<file path="src/rtl/traffic_pkg.sv">
// Shared types and default phase durations for the
// two-road traffic light controller.
package traffic_pkg;

   typedef enum logic [2:0] {
      MAIN_G,
      MAIN_Y,
      ALL_RED_1,
      SIDE_G,
      SIDE_Y,
      ALL_RED_2,
      FLASH
   } tl_state_t;

   typedef logic [2:0] lamp_t;

   localparam lamp_t LAMP_R   = 3'b100;
   localparam lamp_t LAMP_Y   = 3'b010;
   localparam lamp_t LAMP_G   = 3'b001;
   localparam lamp_t LAMP_OFF = 3'b000;

   localparam int unsigned D_MAIN_G = 300;
   localparam int unsigned D_MAIN_Y = 30;
   localparam int unsigned D_ALLRED = 10;
   localparam int unsigned D_SIDE_G = 150;
   localparam int unsigned D_SIDE_Y = 30;
   localparam int unsigned D_FLASH  = 5;

endpackage

</file>
<file path="src/rtl/traffic_light_ctrl.sv">
// Moore phase sequencer for a main/side intersection with
// a pedestrian walk served during side green.
module traffic_light_ctrl
   import traffic_pkg::*;
#(
   parameter int          W        = 16,
   parameter int unsigned T_MAIN_G = D_MAIN_G,
   parameter int unsigned T_MAIN_Y = D_MAIN_Y,
   parameter int unsigned T_ALLRED = D_ALLRED,
   parameter int unsigned T_SIDE_G = D_SIDE_G,
   parameter int unsigned T_SIDE_Y = D_SIDE_Y,
   parameter int unsigned T_FLASH  = D_FLASH
) (
   input  logic         clk,
   input  logic         arstN,
   input  logic         flag_0,
   input  logic         side_car,
   input  logic         ped_req,
   input  logic         flash_en,
   output logic         counter_set,
   output logic [W-1:0] load,
   output lamp_t        main_light,
   output lamp_t        side_light,
   output logic         walk
);

   localparam logic [63:0] LIM = 64'd1 << W;

   if (64'(T_MAIN_G) >= LIM || 64'(T_MAIN_Y) >= LIM ||
       64'(T_ALLRED) >= LIM || 64'(T_SIDE_G) >= LIM ||
       64'(T_SIDE_Y) >= LIM || 64'(T_FLASH)  >= LIM)
   begin : g_bad_duration
      $error("traffic_light_ctrl: duration exceeds W bits");
   end

   tl_state_t      state_q, state_d;
   logic           blink_q, blink_d;
   logic           pend_q, pend_d;
   logic           walk_d;
   logic           set_d;
   logic [W-1:0]   load_d;
   lamp_t          main_d, side_d;
   logic           expired, ped_any, reload;

   function automatic logic [W-1:0] dur_of(tl_state_t s);
      case (s)
         MAIN_G:    return W'(T_MAIN_G);
         MAIN_Y:    return W'(T_MAIN_Y);
         SIDE_G:    return W'(T_SIDE_G);
         SIDE_Y:    return W'(T_SIDE_Y);
         FLASH:     return W'(T_FLASH);
         default:   return W'(T_ALLRED);
      endcase
   endfunction

   // flag_0 still shows the old count during the load strobe
   assign expired = flag_0 & ~counter_set;
   assign ped_any = pend_q | ped_req;

   always_comb begin
      state_d = state_q;
      blink_d = blink_q;
      walk_d  = walk;
      pend_d  = ped_any;
      reload  = 1'b0;
      if (flash_en && state_q != FLASH) begin
         state_d = FLASH;
         blink_d = 1'b1;
         walk_d  = 1'b0;
      end else begin
         case (state_q)
            MAIN_G:
               if (expired && (side_car | ped_any))
                  state_d = MAIN_Y;
            MAIN_Y:
               if (expired) state_d = ALL_RED_1;
            ALL_RED_1:
               if (expired) begin
                  state_d = SIDE_G;
                  walk_d  = ped_any;
                  pend_d  = 1'b0;
               end
            SIDE_G:
               if (expired) begin
                  state_d = SIDE_Y;
                  walk_d  = 1'b0;
               end
            SIDE_Y:
               if (expired) state_d = ALL_RED_2;
            ALL_RED_2:
               if (expired) state_d = MAIN_G;
            FLASH:
               if (!flash_en) begin
                  state_d = ALL_RED_2;
               end else if (expired) begin
                  blink_d = ~blink_q;
                  reload  = 1'b1;
               end
            default:
               state_d = ALL_RED_2;
         endcase
      end

      set_d  = reload | (state_d != state_q);
      load_d = set_d ? dur_of(state_d) : '0;

      main_d = LAMP_R;
      side_d = LAMP_R;
      case (state_d)
         MAIN_G: main_d = LAMP_G;
         MAIN_Y: main_d = LAMP_Y;
         SIDE_G: side_d = LAMP_G;
         SIDE_Y: side_d = LAMP_Y;
         FLASH: begin
            main_d = blink_d ? LAMP_Y : LAMP_OFF;
            side_d = blink_d ? LAMP_Y : LAMP_OFF;
         end
         default: ;
      endcase
   end

   always_ff @(posedge clk) begin
      if (!arstN) begin
         state_q     <= ALL_RED_2;
         blink_q     <= 1'b1;
         pend_q      <= 1'b0;
         walk        <= 1'b0;
         counter_set <= 1'b1;
         load        <= W'(T_ALLRED);
         main_light  <= LAMP_R;
         side_light  <= LAMP_R;
      end else begin
         state_q     <= state_d;
         blink_q     <= blink_d;
         pend_q      <= pend_d;
         walk        <= walk_d;
         counter_set <= set_d;
         load        <= load_d;
         main_light  <= main_d;
         side_light  <= side_d;
      end
   end

endmodule

</file>
<file path="config.mk">
export PLATFORM = sky130hd
export DESIGN_NAME = traffic_light_ctrl
export DESIGN_NICKNAME = d
export VERILOG_FILES = /design/src/rtl/traffic_pkg.sv /design/src/rtl/traffic_light_ctrl.sv
export SDC_FILE = /design/constraint.sdc
export NUM_CORES = 1
export LEC_CHECK = 0
export CAP_MARGIN = 0
export CORE_ASPECT_RATIO = 1.25
export CORE_MARGIN = 2
export CORE_UTILIZATION = 50
export CTS_CLUSTER_DIAMETER = 80
export CTS_CLUSTER_SIZE = 30
export DETAILED_ROUTE_END_ITERATION = 16
export PLACE_DENSITY_LB_ADDON = 0.12
export SYNTH_ARGS = -nofsm -noshare
export SYNTH_HDL_FRONTEND = slang
export SYNTH_SLANG_ARGS = --single-unit
</file>
<file path="constraint.sdc">
create_clock -name clk -period 2.5 [get_ports clk]
set_clock_uncertainty 0.15 [all_clocks]
set_input_delay 0.75 -clock clk [delete_from_list [all_inputs] [get_ports clk]]
set_output_delay 0.75 -clock clk [all_outputs]
set_load 0.01 [all_outputs]
</file>
; ---- Word level (Yosys, flattened, before mapping)
; Cells that the tools add are included.
[word_totals]
regBits = 22
latch_bits = 0
ramBits = 0
rom_bits = 0
inputBits = 6
output_inout_bits = 24
word_cells = 67
mem_count = 0
[classes]
n_addsub = 0
multipliers = 0
n_div = 0
n_lt_le_gt_ge = 0
n_eq_ne = 14
shift = 0
muxes = 28
bitwise_logic = 7
n_reduce_logical = 9
[ops]
columns = cell, count
row1 = 9-bit one-hot mux with 4 select lines, 1
row2 = 3-bit two-way mux, 8
row3 = 3-bit one-hot mux with 7 select lines, 1
row4 = 3-bit one-hot mux with 3 select lines, 2
row5 = "3-bit equality test, second input constant", 5
row6 = 1-bit two-way mux, 13
row7 = "3-bit by 2-bit equality test with 1-bit output, second input constant", 3
row8 = "3-bit by 1-bit equality test with 1-bit output, second input constant", 2
row9 = 3-bit logical NOT, 2
row10 = 4-bit two-way mux, 1
row11 = "2-bit != test, second input constant", 2
row12 = 2-bit OR reduction, 2
row13 = 3-bit != test, 1
row14 = "3-bit != test, second input constant", 1
row15 = 1-bit NOT, 3
row16 = 1-bit bitwise OR, 3
row17 = 3-bit AND reduction, 1
row18 = 1-bit logical AND, 2
row19 = 2-bit two-way mux, 1
row20 = 1-bit one-hot mux with 2 select lines, 1
row21 = 2-bit AND reduction, 1
row22 = 2-bit nonzero test, 1
row23 = 1-bit bitwise AND, 1

; ---- Logic depth before layout (Yosys ltp)
; Gate-level depths: netlist of the first run.
[logic_depth]
word_depth = 10
ltp_mapped = 5
mapped_depth_nobuf = 4

; ---- Least setup slack after synthesis of the first run
; Ideal clock, no wire load.
[synth_path]
path_type = input to register
start = in ped_req
end = reg load[0]
setup_time_ps = 115
arrival_ps = 1633
required_time_ps = 2235
setup_slack_ps = 602
path_stages = 4
path_buffers = 0
cell_sequence = or4_4 nor2_4 a211oi_1 and3_1
[synth_between]
elab_chain_len = 9
elab_cells_between_ends = 16
cone_classes = eq/ne: 5 / mux: 4 / bitwise: 3 / reduce/logical: 4
[synth_lines]
columns = element, line_no
row1 = from (decl), traffic_light_ctrl.sv:18  ; input logic ped_req,
row2 = 1-bit bitwise OR (*), traffic_light_ctrl.sv:58  ; assign ped_any = pend_q | ped_req;
row3 = 1-bit bitwise OR (*), traffic_light_ctrl.sv:73  ; if (expired && (side_car | ped_any))
row4 = 1-bit logical AND (*), traffic_light_ctrl.sv:73
row5 = 3-bit two-way mux (*), traffic_light_ctrl.sv:73
row6 = 3-bit one-hot mux with 7 select lines (*), traffic_light_ctrl.sv:71  ; case (state_q)
row7 = 3-bit two-way mux (*), traffic_light_ctrl.sv:66  ; if (flash_en && state_q != FLASH) begin
row8 = "3-bit equality test, or another cell as far along", traffic_light_ctrl.sv:46  ; case (s)
row9 = 2-bit OR reduction (no line) / 1-bit bitwise OR (equally long branches), -
row10 = 9-bit one-hot mux with 4 select lines / 2-bit AND reduction (equally long branches), -
row11 = to (signal assigned), traffic_light_ctrl.sv:129  ; load <= W'(T_ALLRED);
row12 = to (signal assigned), traffic_light_ctrl.sv:138  ; load <= load_d;
row13 = to (decl), traffic_light_ctrl.sv:21  ; output logic [W-1:0] load,
; Every way passes the cells marked *; elsewhere a longest branch is shown, timed or not.
; A chain may end at the register's enable or synchronous reset.

; ---- Worst setup path in the final report of the first run
[layout_path]
start = in ped_req
end = reg load[7]
; Same word-level chain as after synthesis.

==> flow_summary_export.csv, run 1 <==
group,metric,value,unit
hold_path,min_path_type,"flop to flop",
sta,finalMaxSlewViolations,0,
floorplan,die_w,45.20,um
clocking,cts_hold_buf,0,
route,dr_total_vias,978,
final_layout,post-route-util,65.72,%
clocking,cts_setup_buffers,0,
final_layout,drive_gt1_share,12.33,%
clocking,cts.sinks,20,
yosys,syn_avg_cell_area,8.488,um^2
sta,post-route-period-util,85.78,%
placed_design,portBuffers,21,
worst_setup_path,reg2reg_to,"load[7]$_SDFF_PN0_",
worst_setup_path,required,2.56,ns
yosys,synth_cell_types,41,
final_layout,finalNetCount,153,
floorplan,fp.coreArea,1982,um^2
final_layout,layout_common_cells,"21 x clkdlybuf4s50_1, 20 x dfxtp_1, 9 x buf_4, 8 x nand2_1, 8 x conb_1",
route,route.met3.wl,109,um
run_status,status,"finished clean",
worst_setup_path,crit_path_start_kind,"input pin",
grt,antenna_found_initial,0,
yosys,synth_top_area_share,37.74,%
route,drt_iter0_drc,25,
placed_design,hpwl,1706,um
power_and_ir_drop,powerDensity,505.7,nW/um^2
yosys,synthTopCellsByArea,"dfxtp_1 38%, buf_4 6.4%, nor3b_1 3.5%",
sta,min_period,2.144,ns
clocking,clock_path_buffers,2,
clocking,ctsResizeCount,0,
worst_setup_path,crit_arrival,2.20,ns
floorplan,rows,18,
yosys,synth-seq-cells,20,
route,drt_pass1_iterations,4,
final_layout,syn_to_final_growth,22.76,%
sta,setup_viol,0,
worst_setup_path,r2r_slack,0.68,ns
floorplan,start_util,53.54,%
yosys,mappedNetlistArea,1061,um^2
power_and_ir_drop,power,0.6587,mW
route,final_antenna_net_count,0,
worst_setup_path,endpoint,"load[7]$_SDFF_PN0_",
clocking,path_clk_slew,0.12,ns
yosys,synthCells,125,
clocking,cts_root_buf,"clkbuf_4",
grt,grt_pass1_wl,3822,um
final_layout,final_common_cell,"clkdlybuf4s50_1",
worst_setup_path,reg2reg_from,"state_q[2]$_SDFF_PN1_",
route,route.detailed.drc,0,
sta,max_freq,0.4663,GHz
grt,grt_max_degree,21,
floorplan,die_y,55.51,um
job,cap_violations,0,
worst_setup_path,worst-setup-path-type,"input pin to flop",
sta,hold_viol_final,0,
yosys,synth_edf_count,0,
yosys,yosys.area.top_type,"dfxtp_1",
worst_setup_path,cp-startpoint,"ped_req",
sta,fin_tns_setup,0,ns
yosys,synth_top_flop_cell,"dfxtp_1",
floorplan,io_pins,30,
clocking,clkLatencyLatePin,0.30,ns
sta,max-slew-margin-rel,49.97,%
route,met2_length,1217,um
grt,grt-ovfl-total,0,
yosys,yosys_warnings,0,
yosys,synth-async-reset-ratio,0,%
clocking,cts_buffers,3,
power_and_ir_drop,leakagePower,0.4993,nW
clocking,htree_levels,1,
yosys,yosysSeqAreaShare,37.74,%
sta,rsz0062_at_grt,"no",
grt,grt_pass1_vias,855,
route,via_per_inst,5.892,
route,wl_met1,994,um
route,wirelength,2352,um
worst_setup_path,worst_r2r_path_depth,4,
placed_design,gp_congestion,0.9007,
worst_setup_path,critPathMaxFanout,4,
clocking,cts_tree,"built",
route,top_layer_used,"met4",
route,routedWlPerCell,14.17,um
floorplan,die_area,2509,um^2
sta,tightest_slew,0.7495,ns
power_and_ir_drop,ir_worst_vdd,0.3212,mV
final_layout,diodes,0,
grt,grt_usage,20.44,%
worst_setup_path,worst_setup_path_end_kind,"flop",
## cell type report
type	instances	area (um^2)
Fill cell	186	679.4
Multi-Input combinational cell	91	559.3
Sequential cell	20	400.4
Timing Repair Buffer	30	277.8
Clock buffer	4	36.28
Tap cell	20	25.02
Inverter	1	3.754
## where the power goes
group / total (mW) / internal (mW) / leakage [nW] / switching [mW]
clock: 0.191 / 0.0889 / 0.0210 / 0.102
combinational: 0.118 / 0.0591 / 0.313 / 0.0587
sequential: 0.350 / 0.333 / 0.165 / 0.0167
## cell families after synthesis
| family | Yosys count | synth area share, % |
|---|---|---|
| AOI/OAI and AO/OA | 36 | 22.05 |
| xor gates and xnor gates | 3 | 2.477 |
| buffers and inverters | 21 | 12.03 |
| DFF | 20 | 37.74 |
| other | 1 | 0.3534 |
| and+or+nand+nor | 44 | 25.35 |
## critical path, stage by stage
cell and delay [ns]:
clkdlybuf4s50_1 0.45, or4_4 0.56, nor2_4 0.12, a211oi_1 0.12, and3_1 0.20
## metal layers
metal / vias up / track usage [%]
met1: 465 / 25.87
met4: 0 / 7.983
met3: 5 / 2.941
met5: - / 0
li1: 468 / -
met2: 40 / 33.67
## synthesized netlist by cell type (3+ instances only)
library cell  count
o21ai_1           7
nor3_1            4
buf_4             9
dfxtp_1          20
clkbuf_1          4
nand3_1           3
nand3b_1          3
buf_2             6
nor3b_1           5
nand2b_1          4
o21ai_0           5
nor2_1            3
a31oi_1           4
a21oi_1           4
a211oi_1          3
and3_1            4
nand2_1           8
## worst min path at each step
stage                               to  slack (ns)          startpoint  cells past startpoint
floorplan           blink_q$_SDFF_PN1_        0.35  blink_q$_SDFF_PN1_                      2
global placement    blink_q$_SDFF_PN1_        0.36  blink_q$_SDFF_PN1_                      2
detailed placement  blink_q$_SDFF_PN1_        0.38  blink_q$_SDFF_PN1_                      2
CTS                 blink_q$_SDFF_PN1_        0.43  blink_q$_SDFF_PN1_                      2
global route         pend_q$_SDFF_PN0_        0.45   pend_q$_SDFF_PN0_                      2
finish               pend_q$_SDFF_PN0_        0.42   pend_q$_SDFF_PN0_                      2
## registers in the layout, indices dropped and copies added (netlist names)
register,flops
blink_q,1
counter_set,1
load,7
main_light,3
pend_q,1
side_light,3
state_q,3
walk,1
## metrics by stage
step,instance area [um^2],hold WS [ns],std cells,setup WS [ns]
2_1_floorplan,1087,0.3534,132,0.6019
3_3_place_gp,1266,0.3649,162,0.04262
3_5_place_dp,1266,0.3833,162,0.02701
4_1_cts,1303,0.4254,166,0.3516
5_1_grt,1303,0.4480,166,0.2824
6_report,1303,0.4247,166,0.3556
Power figures use the tool's default switching activity.
==> run 2: changes to the inputs <==
- CORE_UTILIZATION: 50 -> 52
- CTS_BUF_LIST: unset -> sky130_fd_sc_hd__clkbuf_2
==> run 2 against run 1 <==
  * Hold slack worse by 0.0083 ns
  * Non-clock buffer count down 1
  * Sequential share of layout area up 0.60 points
  * Register-to-register slack worse by 0.03 ns
  * Sequential cell count unchanged
  * Die area down 3.5%
  * Maximum frequency down 1.8%
  * Largest cell class unchanged
==> flow_summary_export.csv, run 2 (synthesis gave the netlist of run 1 again) <==
group,metric,value,unit
run_status,status,"finished clean",
final_layout,finalNetCount,152,
hold_path,min_path_type,"flop to flop",
power_and_ir_drop,ir_worst_vdd,0.3617,mV
route,drt_iter0_drc,27,
worst_setup_path,crit_path_start_kind,"flop",
floorplan,rows,18,
clocking,cts_setup_buffers,0,
clocking,cts_tree,"built",
grt,grt_util_met1,23.59,%
floorplan,die_area,2420,um^2
sta,finalWorstSetupSlack,0.3152,ns
final_layout,final_common_cell,"clkdlybuf4s50_1",
clocking,cts_buffers,3,
grt,grt_pass1_wl,3456,um
final_layout,drive_gt1_share,11.03,%
worst_setup_path,path_delay_family,"buffers and inverters",
clocking,path_clk_slew,0.18,ns
grt,use_met2,34.31,%
sta,setup_viol,0,
route,wirelength,2188,um
clocking,clkLatencyLatePin,0.31,ns
grt,grtUsageMet3,3.300,%
worst_setup_path,worst-setup-path-type,"flop to output port",
final_layout,multi_input_area,559.3,um^2
floorplan,fp.coreArea,1959,um^2
power_and_ir_drop,leakagePower,0.4865,nW
grt,grt_pass1_vias,803,
clocking,ctsResizeCount,0,
final_layout,fin_area,1277,um^2
worst_setup_path,cpPeakStageDelay,0.55,ns
grt,grt_busiest_layer,"met2",
placed_design,hpwl,1561,um
final_layout,ff_latch_area,400.4,um^2
clocking,clock_path_buffers,2,
worst_setup_path,crit_arrival,1.28,ns
sta,fin_tns_setup,0,ns
final_layout,syn_to_final_growth,20.40,%
sta,finalMaxSlewViolations,0,
grt,grt_usage,19.52,%
clocking,cts_root_buf,"clkbuf_2",
final_layout,largest_reg_flops,7,
sta,rsz0062_at_grt,"no",
floorplan,io_pins,30,
clocking,cts.sinks,20,
sta,hold_viol_final,0,
sta,min_period,2.185,ns
sta,max-slew-margin-rel,49.51,%
floorplan,start_util,54.15,%
route,via_per_inst,5.745,
worst_setup_path,cp_slowest_cell,"clkdlybuf4s50_1",
placed_design,placed_area,1259,um^2
worst_setup_path,required,1.60,ns
sta,tightest_slew,0.7564,ns
final_layout,diodes,0,
grt,antenna_found_initial,0,
placed_design,gp_congestion,0.8254,
route,drt_pass1_iterations,6,
sta,post-route-period-util,87.39,%
final_layout,largest-register,"load",
grt,grt_max_degree,21,
placed_design,pre_cts_ws,0.02520,ns
final_layout,layout_common_cells,"21 x clkdlybuf4s50_1, 20 x dfxtp_1, 8 x nand2_1, 8 x conb_1, 8 x buf_4",
job,cap_violations,0,
clocking,htree_levels,1,
worst_setup_path,path_buf_inv,1,
route,final_antenna_net_count,0,
final_layout,fillCellCount,182,
route,route.detailed.drc,0,
route,routedWlPerCell,13.26,um
floorplan,die_y,54.51,um
clocking,cts_hold_buf,0,
placed_design,portBuffers,21,
floorplan,die_w,44.40,um
worst_setup_path,cp_cell_sequence,"clkdlybuf4s50_1",
worst_setup_path,critPathMaxFanout,5,
worst_setup_path,worst_setup_path_end_kind,"output port",
power_and_ir_drop,powerDensity,468.3,nW/um^2
grt,grt-ovfl-total,0,
route,dr_total_vias,948,
sta,max_freq,0.4577,GHz
run 2: worst paths after layout:
kind	startpoint	cells past startpoint	end	slack (ns)
worst max register to register	state_q[0]$_SDFF_PN1_	3	load[4]$_SDFF_PN0_	0.65
worst min register to register	blink_q$_SDFF_PN1_	2	blink_q$_SDFF_PN1_	0.42
worst min-delay path	blink_q$_SDFF_PN1_	2	blink_q$_SDFF_PN1_	0.42
worst max-delay path	counter_set$_SDFF_PN1_	1	counter_set	0.32
run 2: area by class of cell:
cell class | instances | share of cell area [%]
Sequential cell | 20 | 31.34
Clock inverter | 1 | 0.2938
Clock buffer | 3 | 1.175
Timing Repair Buffer | 29 | 21.16
Multi-Input combinational cell | 91 | 43.78
Tap cell | 20 | 1.959
Inverter | 1 | 0.2938
run 2: metal layers:
metal | vias up | part of all wire (%)
met5 | - | 0
met4 | 0 | 1.8
met3 | 7 | 5.6
met2 | 42 | 49
met1 | 432 | 44
li1 | 467 | -
run 2: where the power goes:
part           internal (mW)  total, mW  switching (mW)
combinational         0.0587      0.116          0.0569
clock                 0.0348      0.131          0.0967
sequential             0.334      0.351          0.0173
run 2: per-stage QoR:
| step | hold slack, ns | util (%) | std cells | power (mW) |
|---|---|---|---|---|
| floorplan | 0.3534 | - | 132 | 0.4339 |
| global placement | 0.3837 | 64.24 | 161 | 0.4696 |
| detailed placement | 0.3773 | 64.24 | 161 | 0.4712 |
| CTS | 0.4194 | 65.20 | 165 | 0.6018 |
| global route | 0.4497 | 65.20 | 165 | 0.6234 |
| finish | 0.4165 | 65.20 | 165 | 0.5982 |
==> RTL edit (settings of run 1) <==
Change the parameter `W` from 16 to 15.
--- a/src/rtl/traffic_light_ctrl.sv
+++ b/src/rtl/traffic_light_ctrl.sv
@@ -3,7 +3,7 @@
 module traffic_light_ctrl
    import traffic_pkg::*;
 #(
-   parameter int          W        = 16,
+   parameter int          W        = 15,
    parameter int unsigned T_MAIN_G = D_MAIN_G,
    parameter int unsigned T_MAIN_Y = D_MAIN_Y,
    parameter int unsigned T_ALLRED = D_ALLRED,
Ports: changed (resized load); port bits go from 30 to 29. The function was not compared with the original's and may differ.
==> RTL edit against run 1 <==
Sequential share of layout area shrank 0.088 points. Synthesized area shrank 0.71%. Power shrank 0.57%. Sequential cell count is the same. Synthesized cell count shrank 0.80%. Routed wire length shrank 9.2%. Worst setup slack gained 0.0038 ns. Maximum frequency grew 0.18%. Utilization grew 0.19 points. Design area grew 0.29%. Critical path type is now reg2out. Critical endpoint is now counter_set. Largest power group unchanged.
==> RTL edit: results (changes against run 1) <==
Global route
  – Met1 track utilization from global routing: 22.1% (-3.8 points)
  – Met2 Usage GRT: 32.2% (-1.4 points)
  – GR Util met3: 2.94% (unchanged)
  – Via count of the first global-routing pass: 854 (-0.12%)
  – Global router's overall resource usage: 18.7% (-1.7 points)
  – Global-route wire length before repair: 3590 µm (-6.0%)

Route
  – Number of search-and-repair iterations in the first detailed-routing pass: 4 (unchanged)
  – DR iter-0 viols: 10 (-60%)
  – Post-DR wirelength/cell: 12.9 µm (-9.2%)
  – Vias: 924 (-5.5%)

CTS
  – CTS Root Buffer Type: sky130_fd_sc_hd__clkbuf_4
  – Clock transition at the registers of the reported paths: 0.11 ns

Timing
  – Final-layout setup total negative slack: 0 ns (unchanged)
  – Worst Hold Slack: 0.402 ns (-0.0232 ns)
  – Worst slew margin relative to its limit: 50.1% (+0.094 points)

Cells and area
  – Ratio of cells with drive above 1 in the final layout: 13.0% (+0.68 points)
  – Layout Nets: 153 (unchanged)

Synthesis
  – Post-synthesis compound-gate area fraction: 22.2% (+0.16 points)
  – Synthesis warning total: 0 (unchanged)
  – Leading cell types by total area after synthesis: sky130_fd_sc_hd__dfxtp_1 38%, sky130_fd_sc_hd__buf_4 5.7%, sky130_fd_sc_hd__nor3b_1 3.6%, sky130_fd_sc_hd__o21ai_1 3.3%, sky130_fd_sc_hd__buf_2 2.9%
  – Sequential-to-total area share from yosys stat: 38.0% (+0.27 points)
  – XOR/XNOR Fraction of Synth Area: 2.49% (+0.018 points)
  – Top cells by instance count after synthesis: 20 x sky130_fd_sc_hd__dfxtp_1, 8 x sky130_fd_sc_hd__buf_4, 8 x sky130_fd_sc_hd__nand2_1, 7 x sky130_fd_sc_hd__o21ai_1, 6 x sky130_fd_sc_hd__buf_2
  – Post-Syn Instances: 124 (-0.80%)
  – Multiplexer area fraction after synthesis: 0% (unchanged)

Pwr
  – Leakage power figure: 0.499 nW (about the same)
  – Internal Pwr Total: 0.483 mW (+0.36%)
  – Worst supply voltage drop on vdd: 0.318 mV (-1.1%)

Placement
  – Cell area after placement: 0.00127 mm² (+0.30%)
  – DP Wirelength: 1570 µm (-7.9%)
  – Post-Place Cells: 162 (unchanged)
  – Placer Congestion: 0.794 (-12%)

Status
  – Outcome: finished clean

Critical path
  – Slowest Stage Delay on Critical Path: 0.55 ns
  – Cell with the largest stage delay on the worst path: sky130_fd_sc_hd__clkdlybuf4s50_1
  – Flop-to-flop setup slack: 0.73 ns (+0.05 ns)
  – Critical path's top delay family: buffers and inverters
  – Maximum net fanout on the critical path: 5 (+1)
  – Signal arrival time at the worst endpoint: 1.24 ns (-0.96 ns)
RTL edit: power by group through the flow:
stage,clock (mW),sequential [mW],combinational [mW]
final,0.188,0.349,0.117
after global routing,0.201,0.352,0.128
after detailed placement,0,0.357,0.117
after global placement,0,0.356,0.115
after CTS,0.190,0.349,0.117
after floorplan,0,0.351,0.0806
RTL edit: layout make-up:
cell class / count / area [µm²]
Fill cell: 180 / 676
Multi-Input combinational cell: 90 / 556
Sequential cell: 20 / 400
Timing Repair Buffer: 31 / 285
Clock buffer: 4 / 36.3
Tap cell: 20 / 25.0
Inverter: 1 / 3.75
RTL edit: final timing paths:
kind,cells past startpoint,startpoint,to
max,1,counter_set,counter_set
min,2,blink_q,blink_q
max reg2reg,3,state_q[0],load[4]
min reg2reg,2,blink_q,blink_q
RTL edit: per-layer routing:
layer	wire (µm)	share of wire, %
met3	59	2.8
met4	49	2.3
met2	1110	52
met5	0	0
met1	917	43
RTL edit: cells by family after synthesis:
| family | after synthesis |
|---|---|
| other | 1 |
| buffers and inverters | 20 |
| XOR/XNOR | 3 |
| flip-flops | 20 |
| AND/OR/NAND/NOR | 44 |
| AO/OA/AOI/OAI | 36 |
RTL edit: stage by stage:
step                worst slack [ns]  utilization, %
CTS                            0.355            65.9
global route                   0.311            65.9
detailed placement            0.0359            64.1
finish                         0.359            65.9
floorplan                      0.602               -
global placement              0.0424            64.1
